--- config.mk ---
export PLATFORM = sky130hd
export DESIGN_NAME = muldiv_unit
export DESIGN_NICKNAME = d
export VERILOG_FILES = /design/src/rtl/muldiv_unit_pkg.sv /design/src/rtl/muldiv_datapath.sv /design/src/rtl/muldiv_unit.sv
export SDC_FILE = /design/constraint.sdc
export NUM_CORES = 1
export LEC_CHECK = 0
export ABC_AREA = 1
export CELL_PAD_IN_SITES_DETAIL_PLACEMENT = 1
export CELL_PAD_IN_SITES_GLOBAL_PLACEMENT = 1
export CORE_AREA = 3 3 221 223
export DETAILED_ROUTE_END_ITERATION = 16
export DIE_AREA = 0 0 224 226
export DONT_BUFFER_PORTS = 1
export PLACE_DENSITY = 0.78
export REMOVE_ABC_BUFFERS = 1
export SKIP_LAST_GASP = 1
export SLEW_MARGIN = 10
export SYNTH_ARGS = -nofsm -noshare
export SYNTH_HDL_FRONTEND = slang
export SYNTH_HIERARCHICAL = 1
export SYNTH_SLANG_ARGS = --single-unit
export TNS_END_PERCENT = 100
--- constraint.sdc ---
create_clock -name clock -period 6.95 [get_ports clock]
set_input_delay 1.39 -clock clock [delete_from_list [all_inputs] [get_ports clock]]
set_output_delay 1.39 -clock clock [all_outputs]
set_load 0.05 [all_outputs]
--- src/rtl/muldiv_unit_pkg.sv ---
// Shared constants for the M-extension multiply/divide unit: FSM states,
// funct3 encodings and small decode helpers.
package muldiv_unit_pkg;

  typedef enum logic [1:0] {
    IDLE = 2'd0,
    CALC = 2'd1,
    FIX  = 2'd2,
    DONE = 2'd3
  } muldiv_state_e;

  localparam logic [2:0] FUNCT3_ALU_MUL    = 3'b000;
  localparam logic [2:0] FUNCT3_ALU_MULH   = 3'b001;
  localparam logic [2:0] FUNCT3_ALU_MULHSU = 3'b010;
  localparam logic [2:0] FUNCT3_ALU_MULHU  = 3'b011;
  localparam logic [2:0] FUNCT3_ALU_DIV    = 3'b100;
  localparam logic [2:0] FUNCT3_ALU_DIVU   = 3'b101;
  localparam logic [2:0] FUNCT3_ALU_REM    = 3'b110;
  localparam logic [2:0] FUNCT3_ALU_REMU   = 3'b111;

  // Divide-family ops (DIV, DIVU, REM, REMU) all have bit 2 set.
  function automatic logic op_is_div(input logic [2:0] f3);
    return f3[2];
  endfunction

  function automatic logic op_is_rem(input logic [2:0] f3);
    return f3[2] & f3[1];
  endfunction

  // operand_a is treated as signed for MULH, MULHSU, DIV and REM.
  function automatic logic op_signed_a(input logic [2:0] f3);
    return (f3 == FUNCT3_ALU_MULH) || (f3 == FUNCT3_ALU_MULHSU) ||
           (f3 == FUNCT3_ALU_DIV)  || (f3 == FUNCT3_ALU_REM);
  endfunction

  // operand_b is treated as signed for MULH, DIV and REM.
  function automatic logic op_signed_b(input logic [2:0] f3);
    return (f3 == FUNCT3_ALU_MULH) || (f3 == FUNCT3_ALU_DIV) ||
           (f3 == FUNCT3_ALU_REM);
  endfunction

endpackage

--- src/rtl/muldiv_datapath.sv ---
// Iterative multiply/divide datapath: magnitude load, one shift-add or
// restoring shift-subtract step per cycle, and sign fix-up of the result.
module muldiv_datapath
  import muldiv_unit_pkg::*;
#(
  parameter int XLEN = 32
) (
  input  logic            clock,
  input  logic            load,
  input  logic            step,
  input  logic [2:0]      funct3,
  input  logic [XLEN-1:0] operand_a,
  input  logic [XLEN-1:0] operand_b,
  output logic [XLEN-1:0] fixed_result
);

  logic [2:0]        op_q;
  logic [XLEN-1:0]   hi_q;
  logic [XLEN-1:0]   lo_q;
  logic [XLEN-1:0]   opnd_q;
  logic              prod_neg_q;
  logic              quo_neg_q;
  logic              rem_neg_q;

  logic              a_neg;
  logic              b_neg;
  logic [XLEN-1:0]   mag_a;
  logic [XLEN-1:0]   mag_b;
  logic [XLEN:0]     mul_sum;
  logic [XLEN:0]     div_shift;
  logic              div_ge;
  logic [XLEN-1:0]   div_diff;
  logic [2*XLEN-1:0] prod_fixed;

  // Operand magnitudes, the per-iteration adder/subtractor and the sign fix-up.
  // NOTE: every always_comb output gets a value on every path (defaults or
  // full if/else and case-with-default) so no latch is inferred.
  always_comb begin
    a_neg     = op_signed_a(funct3) && operand_a[XLEN-1];
    b_neg     = op_signed_b(funct3) && operand_b[XLEN-1];
    mag_a     = a_neg ? -operand_a : operand_a;
    mag_b     = b_neg ? -operand_b : operand_b;
    mul_sum   = {1'b0, hi_q} + (lo_q[0] ? {1'b0, opnd_q} : '0);
    div_shift = {hi_q, lo_q[XLEN-1]};
    div_ge    = div_shift >= {1'b0, opnd_q};
    // When div_ge holds the difference is below the divisor, so XLEN bits suffice.
    div_diff  = div_shift[XLEN-1:0] - opnd_q;
    prod_fixed = prod_neg_q ? -{hi_q, lo_q} : {hi_q, lo_q};
    case (op_q)
      FUNCT3_ALU_MUL:    fixed_result = prod_fixed[XLEN-1:0];
      FUNCT3_ALU_MULH,
      FUNCT3_ALU_MULHSU,
      FUNCT3_ALU_MULHU:  fixed_result = prod_fixed[2*XLEN-1:XLEN];
      FUNCT3_ALU_DIV,
      FUNCT3_ALU_DIVU:   fixed_result = quo_neg_q ? -lo_q : lo_q;
      default:           fixed_result = rem_neg_q ? -hi_q : hi_q;
    endcase
  end

  // Load magnitudes on acceptance, then iterate one bit per step.
  // NOTE: these working registers have no reset; each operation fully
  // reloads them before any value reaches the result register.
  always_ff @(posedge clock) begin
    if (load) begin
      op_q       <= funct3;
      hi_q       <= '0;
      lo_q       <= op_is_div(funct3) ? mag_a : mag_b;
      opnd_q     <= op_is_div(funct3) ? mag_b : mag_a;
      prod_neg_q <= !op_is_div(funct3) && (a_neg ^ b_neg);
      quo_neg_q  <= op_is_div(funct3) && (a_neg ^ b_neg);
      rem_neg_q  <= op_is_div(funct3) && a_neg;
    end else if (step) begin
      if (op_is_div(op_q)) begin
        hi_q <= div_ge ? div_diff : div_shift[XLEN-1:0];
        lo_q <= {lo_q[XLEN-2:0], div_ge};
      end else begin
        hi_q <= mul_sum[XLEN:1];
        lo_q <= {mul_sum[0], lo_q[XLEN-1:1]};
      end
    end
  end

endmodule

--- src/rtl/muldiv_unit.sv ---
// RISC-V M-extension multiply/divide unit: handshake, FSM, iteration
// counter, special-case division results and the result register.
module muldiv_unit
  import muldiv_unit_pkg::*;
#(
  parameter int XLEN = 32
) (
  input  logic            clock,
  input  logic            reset,
  input  logic            in_valid,
  output logic            in_ready,
  input  logic [2:0]      funct3,
  input  logic [XLEN-1:0] operand_a,
  input  logic [XLEN-1:0] operand_b,
  output logic            out_valid,
  input  logic            out_ready,
  output logic [XLEN-1:0] result
);

  localparam int CW = $clog2(XLEN);
  localparam logic [CW-1:0] LAST_ITER = CW'(XLEN - 1);

  muldiv_state_e   state_q;
  muldiv_state_e   state_d;
  logic [CW-1:0]   cnt_q;
  logic [XLEN-1:0] result_q;
  logic            dp_load;
  logic            dp_step;
  logic            div_zero;
  logic            div_ovf;
  logic            special;
  logic [XLEN-1:0] special_value;
  logic [XLEN-1:0] fixed_result;

  muldiv_datapath #(.XLEN(XLEN)) u_datapath (
    .clock        (clock),
    .load         (dp_load),
    .step         (dp_step),
    .funct3       (funct3),
    .operand_a    (operand_a),
    .operand_b    (operand_b),
    .fixed_result (fixed_result)
  );

  // Detect divide-by-zero and signed overflow on the incoming request.
  always_comb begin
    div_zero = op_is_div(funct3) && (operand_b == '0);
    div_ovf  = ((funct3 == FUNCT3_ALU_DIV) || (funct3 == FUNCT3_ALU_REM)) &&
               (operand_a == {1'b1, {(XLEN-1){1'b0}}}) && (operand_b == '1);
    special  = div_zero || div_ovf;
    if (div_zero) special_value = op_is_rem(funct3) ? operand_a : '1;
    else          special_value = op_is_rem(funct3) ? '0 : operand_a;
  end

  // State register; reset wins over any handshake in the same cycle.
  // NOTE: sequential state uses non-blocking assignments so every flop
  // samples pre-edge values regardless of block ordering.
  always_ff @(posedge clock) begin
    if (reset) state_q <= IDLE;
    else       state_q <= state_d;
  end

  // Next-state logic and handshake/datapath controls.
  always_comb begin
    state_d   = state_q;
    in_ready  = 1'b0;
    out_valid = 1'b0;
    dp_load   = 1'b0;
    dp_step   = 1'b0;
    case (state_q)
      IDLE: begin
        in_ready = 1'b1;
        if (in_valid) begin
          if (special) begin
            state_d = DONE;
          end else begin
            dp_load = 1'b1;
            state_d = CALC;
          end
        end
      end
      CALC: begin
        dp_step = 1'b1;
        if (cnt_q == LAST_ITER) state_d = FIX;
      end
      FIX:  state_d = DONE;
      DONE: begin
        out_valid = 1'b1;
        if (out_ready) state_d = IDLE;
      end
      default: state_d = IDLE;
    endcase
  end

  // Iteration counter: counts CALC cycles, idles at zero elsewhere.
  always_ff @(posedge clock) begin
    if (reset)                                 cnt_q <= '0;
    else if (state_q == CALC && cnt_q != LAST_ITER) cnt_q <= cnt_q + 1'b1;
    else                                       cnt_q <= '0;
  end

  // Result register: loaded for special cases on acceptance or after FIX.
  always_ff @(posedge clock) begin
    if (reset)                                      result_q <= '0;
    else if (state_q == IDLE && in_valid && special) result_q <= special_value;
    else if (state_q == FIX)                        result_q <= fixed_result;
  end

  assign result = result_q;

endmodule

* After elaboration in Yosys (flattened, before gate mapping)
Index checks and enable logic that the tools add are counted.
Widths: inputs -> output; s select.
** Word-level totals
- Flip-flop bits (word level) :: 141
- Bits in latches :: 0
- Memory bits (writable) :: 0
- ROM bits :: 0
- Memories :: 0
** Operators by class
- Add/subtract/negate cells :: 8
- $mul :: 0
- Div/mod/pow operators :: 0
- Magnitude comparators :: 1
- Eq/ne operators :: 19
- Shifts and indexed selects :: 0
- Multiplexer cells :: 30
- Bitwise logic cells :: 3
- Reduce and logical (&&, ||, !) cells :: 28
** Operator list (number)
- $mux 32 :: 17
- $neg 32->32 :: 4
- $pmux 32 s3 :: 1
- $eq 32x32->1 const B :: 2
- $mux 64 :: 1
- $neg 64->64 :: 1
- $add 32x33->33 :: 1
- $ge 33x32->1 :: 1
- $logic_not 32->1 :: 1
- $sub 32x32->32 :: 1
- $eq 3x3->1 const B :: 4
- $logic_and 1x1->1 :: 11
- $eq 3x2->1 const B :: 3
- $mux 2 :: 4
- $pmux 2 s4 :: 1
- $logic_or 1x1->1 :: 7
- $eq 3x1->1 const B :: 2
- $mux 1 :: 6
- $ne 2x2->1 const B :: 3
- $add 5x1->5 const B :: 1
- $eq 5x5->1 const B :: 1
- $ne 5x5->1 const B :: 1
- $eq 2x2->1 const B :: 2
- $reduce_bool 2->1 :: 2
- 10 further kinds :: 11

* Depth between registers and ports, before layout
- Depth in word-level cells :: 9
- Mapped depth :: 20
- Gate-level depth less buffers :: 18

* Hierarchy
Netlist, hierarchy kept.
** By module, submodules not included
- muldiv_datapath :: times used 1, cells an instance 2871, area an instance 15927.8 sq um
- muldiv_unit :: times used 1, cells an instance 497, area an instance 2800.2 sq um

* Worst setup path after synthesis
OpenSTA, ideal clock, no wires.
- Path type :: input port to flip-flop
- From :: input port operand_b[18]
- To :: register u_datapath.lo_q[0] (enable)
- Setup time :: 389 ps
- Arrival :: 4917 ps
- Data required time :: 6561 ps
- Path slack :: 1643 ps
- Stages :: 12
- Buffers on the path :: 2
- Cells stage by stage :: nor2_1 -> nand2_1 -> nor2_1 -> nand2_1 -> nor2_2 -> nand2_2 -> nand2_4 -> buf_2 -> nor2_1 -> inv_1 -> buf_1 -> nand2_1
** Between the ends
- Longest elaborated chain between the ends :: 7
- Elaborated cells on any way between the ends :: 9
- Those cells by class :: eq/ne (1); mux (3); reduce/logical (5)
** RTL lines
- from (decl) :: RTL line muldiv_unit.sv:14 : input logic [XLEN-1:0] operand_b,
- $eq 32x32->1 / $logic_not 32->1 (equally long branches) :: RTL line muldiv_unit.sv:49, muldiv_unit.sv:47
- $logic_and 1x1->1, on equally long branches :: RTL line muldiv_unit.sv:49, muldiv_unit.sv:47
- $logic_or 1x1->1 (*) :: RTL line muldiv_unit.sv:50 : special = div_zero || div_ovf;
- $mux 1 (*) :: RTL line muldiv_unit.sv:74 : if (special) begin
- $mux 1 (*) :: RTL line muldiv_unit.sv:73 : if (in_valid) begin
- $mux 1 (*) :: RTL line muldiv_unit.sv:70 : case (state_q)
- named net dp_load :: RTL line muldiv_unit.sv:27 : logic dp_load;
- $reduce_bool 2->1 (no source line) (*)
- to (signal assigned) :: RTL line muldiv_datapath.sv:67 : lo_q <= op_is_div(funct3) ? mag_a : mag_b;
- to (signal assigned) :: RTL line muldiv_datapath.sv:75 : lo_q <= {lo_q[XLEN-2:0], div_ge};
- to (signal assigned) :: RTL line muldiv_datapath.sv:78 : lo_q <= {mul_sum[0], lo_q[XLEN-1:1]};
- to (decl) :: RTL line muldiv_datapath.sv:19 : logic [XLEN-1:0] lo_q;
Mark *: on every way through the listed nets, which the timed path passes. The rest lies on a longest branch.
A chain may end at the register's enable or synchronous reset.

* Final worst setup path
- From :: register u_datapath.lo_q[0]
- To :: register result_q[7] (netlist: result[7])
** Between the ends
- Longest elaborated chain between the ends :: 5
- Elaborated cells on any way between the ends :: 7
- Those cells by class :: add/sub (2); mux (5)
** RTL lines
- $neg 64->64 / $neg 32->32 (equally long branches) :: RTL line muldiv_datapath.sv:48, muldiv_datapath.sv:55
- $mux 64 / $mux 32 (equally long branches) :: RTL line muldiv_datapath.sv:48, muldiv_datapath.sv:55
- $pmux 32 s3 (*) :: RTL line muldiv_datapath.sv:49 : case (op_q)
- named net fixed_result[7] :: RTL line muldiv_unit.sv:33 : logic [XLEN-1:0] fixed_result;
- $mux 32 (*) :: RTL line muldiv_unit.sv:106 : else if (state_q == FIX) result_q <= fixed_result;
- $mux 32 (*) :: RTL line muldiv_unit.sv:105 : else if (state_q == IDLE && in_valid && special) result_q <= special_value;
- to (signal assigned) :: RTL line muldiv_unit.sv:105
- to (signal assigned) :: RTL line muldiv_unit.sv:106
- to (decl) :: RTL line muldiv_unit.sv:26 : logic [XLEN-1:0] result_q;
Mark *: on every way through the listed nets, which the timed path passes. The rest lies on a longest branch. The select of a mux whose other input is x is not followed.

==> results list <==
- The flow ran to the end, and the final reports show no timing, DRC or antenna violations.
- In this run the cell area of the synthesized design comes to 18,700 µm².
* Final routed DRC violation total: 0
- Dominant cells by area after synthesis: sky130_fd_sc_hd__nand2_1, sky130_fd_sc_hd__edfxtp_1, sky130_fd_sc_hd__inv_1
- Number of max-slew violations in the final report: 0
- Clock tree from TritonCTS: built
- Once the clock tree was built, the setup fixing pass inserted 0 buffers.
- Mean area per synthesized cell: 5.56 µm²
- Max-cap violations: 0
* Resize count post-CTS: 0
* Switching component of the power: 0.00552 W
* Total clock buffers created by CTS: 17
* Vias in the first global route: 22,933
* Share of power burned in the clock network: 10.7%
* Share of cells above drive strength 1: 3.52%
- Internal power contribution: 0.00333 W
- Final net count: 3,434
* Starting Density: 40.1%
- Sequential elements use 18.8% of the synthesized area.
* Number of warnings reported in the yosys synthesis log: 6
- Arrival time at the worst endpoint: 4.35 ns
- CP Launch Type: flip-flop
- The tree is rooted in a sky130_fd_sc_hd__clkbuf_16.
- DR WL/cell: 26.0 µm
* Average vias per placed instance: 5.94
* Die W: 224 µm
- The longest clock path from root to sink contains 2 buffers.
* Worst slew pin tran: 1.10 ns
* Non-filler instance count after layout: 3,908
- The cell family contributing the most delay on the critical path is simple AND/OR/NAND/NOR gates.
- After clock tree synthesis, the clock-pin slew on the worst setup and hold paths is 0.07 ns.
- The signal on the critical path passes through buf_4 > nor3_4 > inv_2 > nor2_4 > nand2_2 > nor2_2 > nand3_1 > nand3_1 > nand3_1 > a22oi_1 > nand2_1 > nand2_1 > nand2_1 > a21oi_1.
- Number of hold violations in the final report: 0
- Overall global routing resource usage: 39.6%
- Required arrival time at the worst endpoint: 7.38 ns
* Die Footprint: 50,600 µm²
- Final critical delay including setup and external delays: 3.92 ns
- Highest cell delay on the worst timing path: 0.69 ns
* Area share of the leading cell type in the synthesized netlist: 21.0%
* Yosys top cell by area: sky130_fd_sc_hd__nand2_1
- Setup repair after global routing missed its margin: false
* Period utilization: 56.4%
- Clock tree synthesis found a total of 141 sinks.
* First-pass GRT wire length: 149,000 µm
- Combined buffer and inverter count along the critical path: 2
* Portion of total power attributed to combinational logic: 64.9%
- Headroom to the max-slew limit: 26.7%
- Routed WL: 102,000 µm
* Final weighted congestion in routability-driven placement: 1.06
* Crit-path slowest cell: sky130_fd_sc_hd__edfxtp_1
* Number of DRC violations after detailed-routing iteration 0: 2,507
- Fraction of power spent switching nets: 62.4%
* Total power of the final layout: 0.00884 W
- Yosys cell types: 58
- CTS H-Tree Depth: 4
- IR analysis of the VDD net gives a maximum drop of 252 µV.
- The total overflow left after global routing is 0.
- After technology mapping, the gate count stands at 3,368.
- Sum Neg Setup Slack: 0 ns
* Number of detailed-route iterations in the first pass: 7
* Register bit count reported by yosys: 141
- In this run the static leakage power is 9.71 nW.
- Boundary Pins: 105
- Height of the die: 226 µm
- The routed layout has 23,195 vias.
* Ratio of total power to cell area: 449 nW/µm²
- Placement Rows: 79
- The worst setup path is captured at a flip-flop.
- The clock reaches the later pin of the worst-skew pair after 0.49 ns.
* Initial antenna violation count: 0
- The worst setup path is of the reg2reg kind.
- After detailed placement, the design holds a cell count of 3,875.
- Class of the most critical hold timing path: reg2reg
- The core region is 46,800 µm².
* Worst Clk Skew: 0.0218 ns
* Sequential share of power: 24.4%
* Highest fanout seen on the critical path: 20
* Buffers added on ports: 0
* Maximum clock rate: 255 MHz
- Half-perimeter wire length after placement: 83,900 µm
- Hold-fix buffers, CTS: 0
- Area added between synthesis and finish: 5.07%
- Final-report setup violation count: 0
* Routed Antenna Nets: 0
- Entering global routing, the biggest net connects 82 pins.
-- power by group through the flow --
stage / registers, W / logic [W] / clock network [W]
3_3_place_gp: 0.00213 / 0.00541 / 0
2_1_floorplan: 0.00177 / 0.00358 / 0
5_1_grt: 0.00215 / 0.00623 / 0.000989
6_report: 0.00216 / 0.00574 / 0.000947
3_5_place_dp: 0.00213 / 0.00553 / 0
4_1_cts: 0.00212 / 0.00556 / 0.000955
-- per-stage QoR --
step / hold WS (ns) / setup WS [ns] / util, % / cell area [µm²]
final: 0.452 / 3.03 / 42.1 / 19700
after global routing: 0.479 / 2.86 / 42.1 / 19700
after global placement: 0.429 / 2.70 / 40.8 / 19100
after floorplan: 0.418 / -1.63 / - / 18200
after detailed placement: 0.445 / 2.58 / 40.8 / 19100
after CTS: 0.460 / 3.07 / 42.1 / 19700
-- final cells by class --
cell class	instances	area, µm²
multi-input combinational	2616	12800
clock inverter	14	145
inverter	496	1860
fill	6657	27100
tap	607	759
antenna	1	2.50
timing repair buffer	15	113
sequential	141	3520
clock buffer	18	439
-- sequential cells by signal, summed over array words and instances (netlist names) --
register               cells
cnt_q                      5
state_q                    2
u_datapath/op_q            3
u_datapath/quo_neg_q       1
u_datapath/opnd_q         32
u_datapath/prod_neg_q      1
u_datapath/lo_q           32
result                    32
u_datapath/hi_q           32
u_datapath/rem_neg_q       1
-- path summary, 6_finish.rpt --
| kind | start | endpoint | slack (ns) | depth (start not counted) |
|---|---|---|---|---|
| max | u_datapath/lo_q[0]$_DFFE_PP_ | result[7]$_SDFFE_PP0P_ | 3.03 | 14 |
| min | cnt_q[0]$_SDFF_PP0_ | cnt_q[0]$_SDFF_PP0_ | 0.45 | 1 |
| max reg2reg | u_datapath/lo_q[0]$_DFFE_PP_ | result[7]$_SDFFE_PP0P_ | 3.03 | 14 |
| min reg2reg | cnt_q[0]$_SDFF_PP0_ | cnt_q[0]$_SDFF_PP0_ | 0.45 | 1 |
-- synth_stat cells, drive strengths merged --
cell type and number:
nand4 62, o2111ai 2, nand2 1063, a31oi 11, or2 13, buf 46
a21boi 1, o31ai 1, and2 3, a221oi 1, clkbuf 69, dfxtp 71
o21a 6, nor4 4, and3 1, or3 1, and3b 1, a21o 1
ha 74, nor2 416, nand3 292, nand3b 15, edfxtp 70, o211ai 35
nor3b 1, fa 2, a211oi 4, o41ai 1, xor2 94, o21ai 192
clkinv 2, o21bai 9, o221ai 4, nor3 45, a22oi 13, a21oi 231
inv 494, xnor2 17
-- layer usage --
metal / GRT usage, % / up-vias / routed length (µm)
li1: - / 10640 / -
met1: 51.8 / 11333 / 43300
met2: 62.9 / 1016 / 45000
met3: 8.23 / 206 / 8460
met4: 17.7 / 0 / 4870
met5: 0 / - / 0
-- placed cells by master, fill, tap and decap left out, types with 3 or more instances in the layout --
master,Yosys,layout
sky130_fd_sc_hd__a211oi_1,4,4
sky130_fd_sc_hd__a21oi_1,230,230
sky130_fd_sc_hd__a22oi_1,13,13
sky130_fd_sc_hd__a31oi_1,11,11
sky130_fd_sc_hd__and2_1,3,3
sky130_fd_sc_hd__buf_4,7,15
sky130_fd_sc_hd__clkbuf_16,0,17
sky130_fd_sc_hd__dfxtp_1,71,71
sky130_fd_sc_hd__edfxtp_1,70,70
sky130_fd_sc_hd__ha_1,74,74
sky130_fd_sc_hd__inv_1,480,480
sky130_fd_sc_hd__inv_2,14,14
sky130_fd_sc_hd__inv_6,0,7
sky130_fd_sc_hd__inv_8,0,3
sky130_fd_sc_hd__nand2_1,1048,1048
sky130_fd_sc_hd__nand2_2,10,10
sky130_fd_sc_hd__nand2_4,4,4
sky130_fd_sc_hd__nand3_1,289,289
sky130_fd_sc_hd__nand3_2,3,3
sky130_fd_sc_hd__nand3b_1,15,15
sky130_fd_sc_hd__nand4_1,61,61
sky130_fd_sc_hd__nor2_1,401,399
sky130_fd_sc_hd__nor2_2,11,11
sky130_fd_sc_hd__nor2_4,3,5
sky130_fd_sc_hd__nor3_1,43,43
sky130_fd_sc_hd__nor4_1,3,3
sky130_fd_sc_hd__o211ai_1,34,34
sky130_fd_sc_hd__o21a_1,6,6
sky130_fd_sc_hd__o21ai_0,165,165
sky130_fd_sc_hd__o21ai_1,25,25
sky130_fd_sc_hd__o21bai_1,9,9
sky130_fd_sc_hd__o221ai_1,4,4
sky130_fd_sc_hd__or2_2,12,12
sky130_fd_sc_hd__xnor2_1,17,17
sky130_fd_sc_hd__xor2_1,94,94
-- kinds of logic (layout without fill, tap and decap cells) --
logic type	after synthesis	after routing	share of synthesized area (%)
compound gates	512	512	14.9
xor+xnor	111	111	5.19
fa+ha+maj	76	76	5.16
buf+inv	611	543	12.7
flops	141	141	18.8
other cells	0	1	0
simple gates	1917	1917	43.2
No activity file was read; power rests on OpenSTA's default activity.
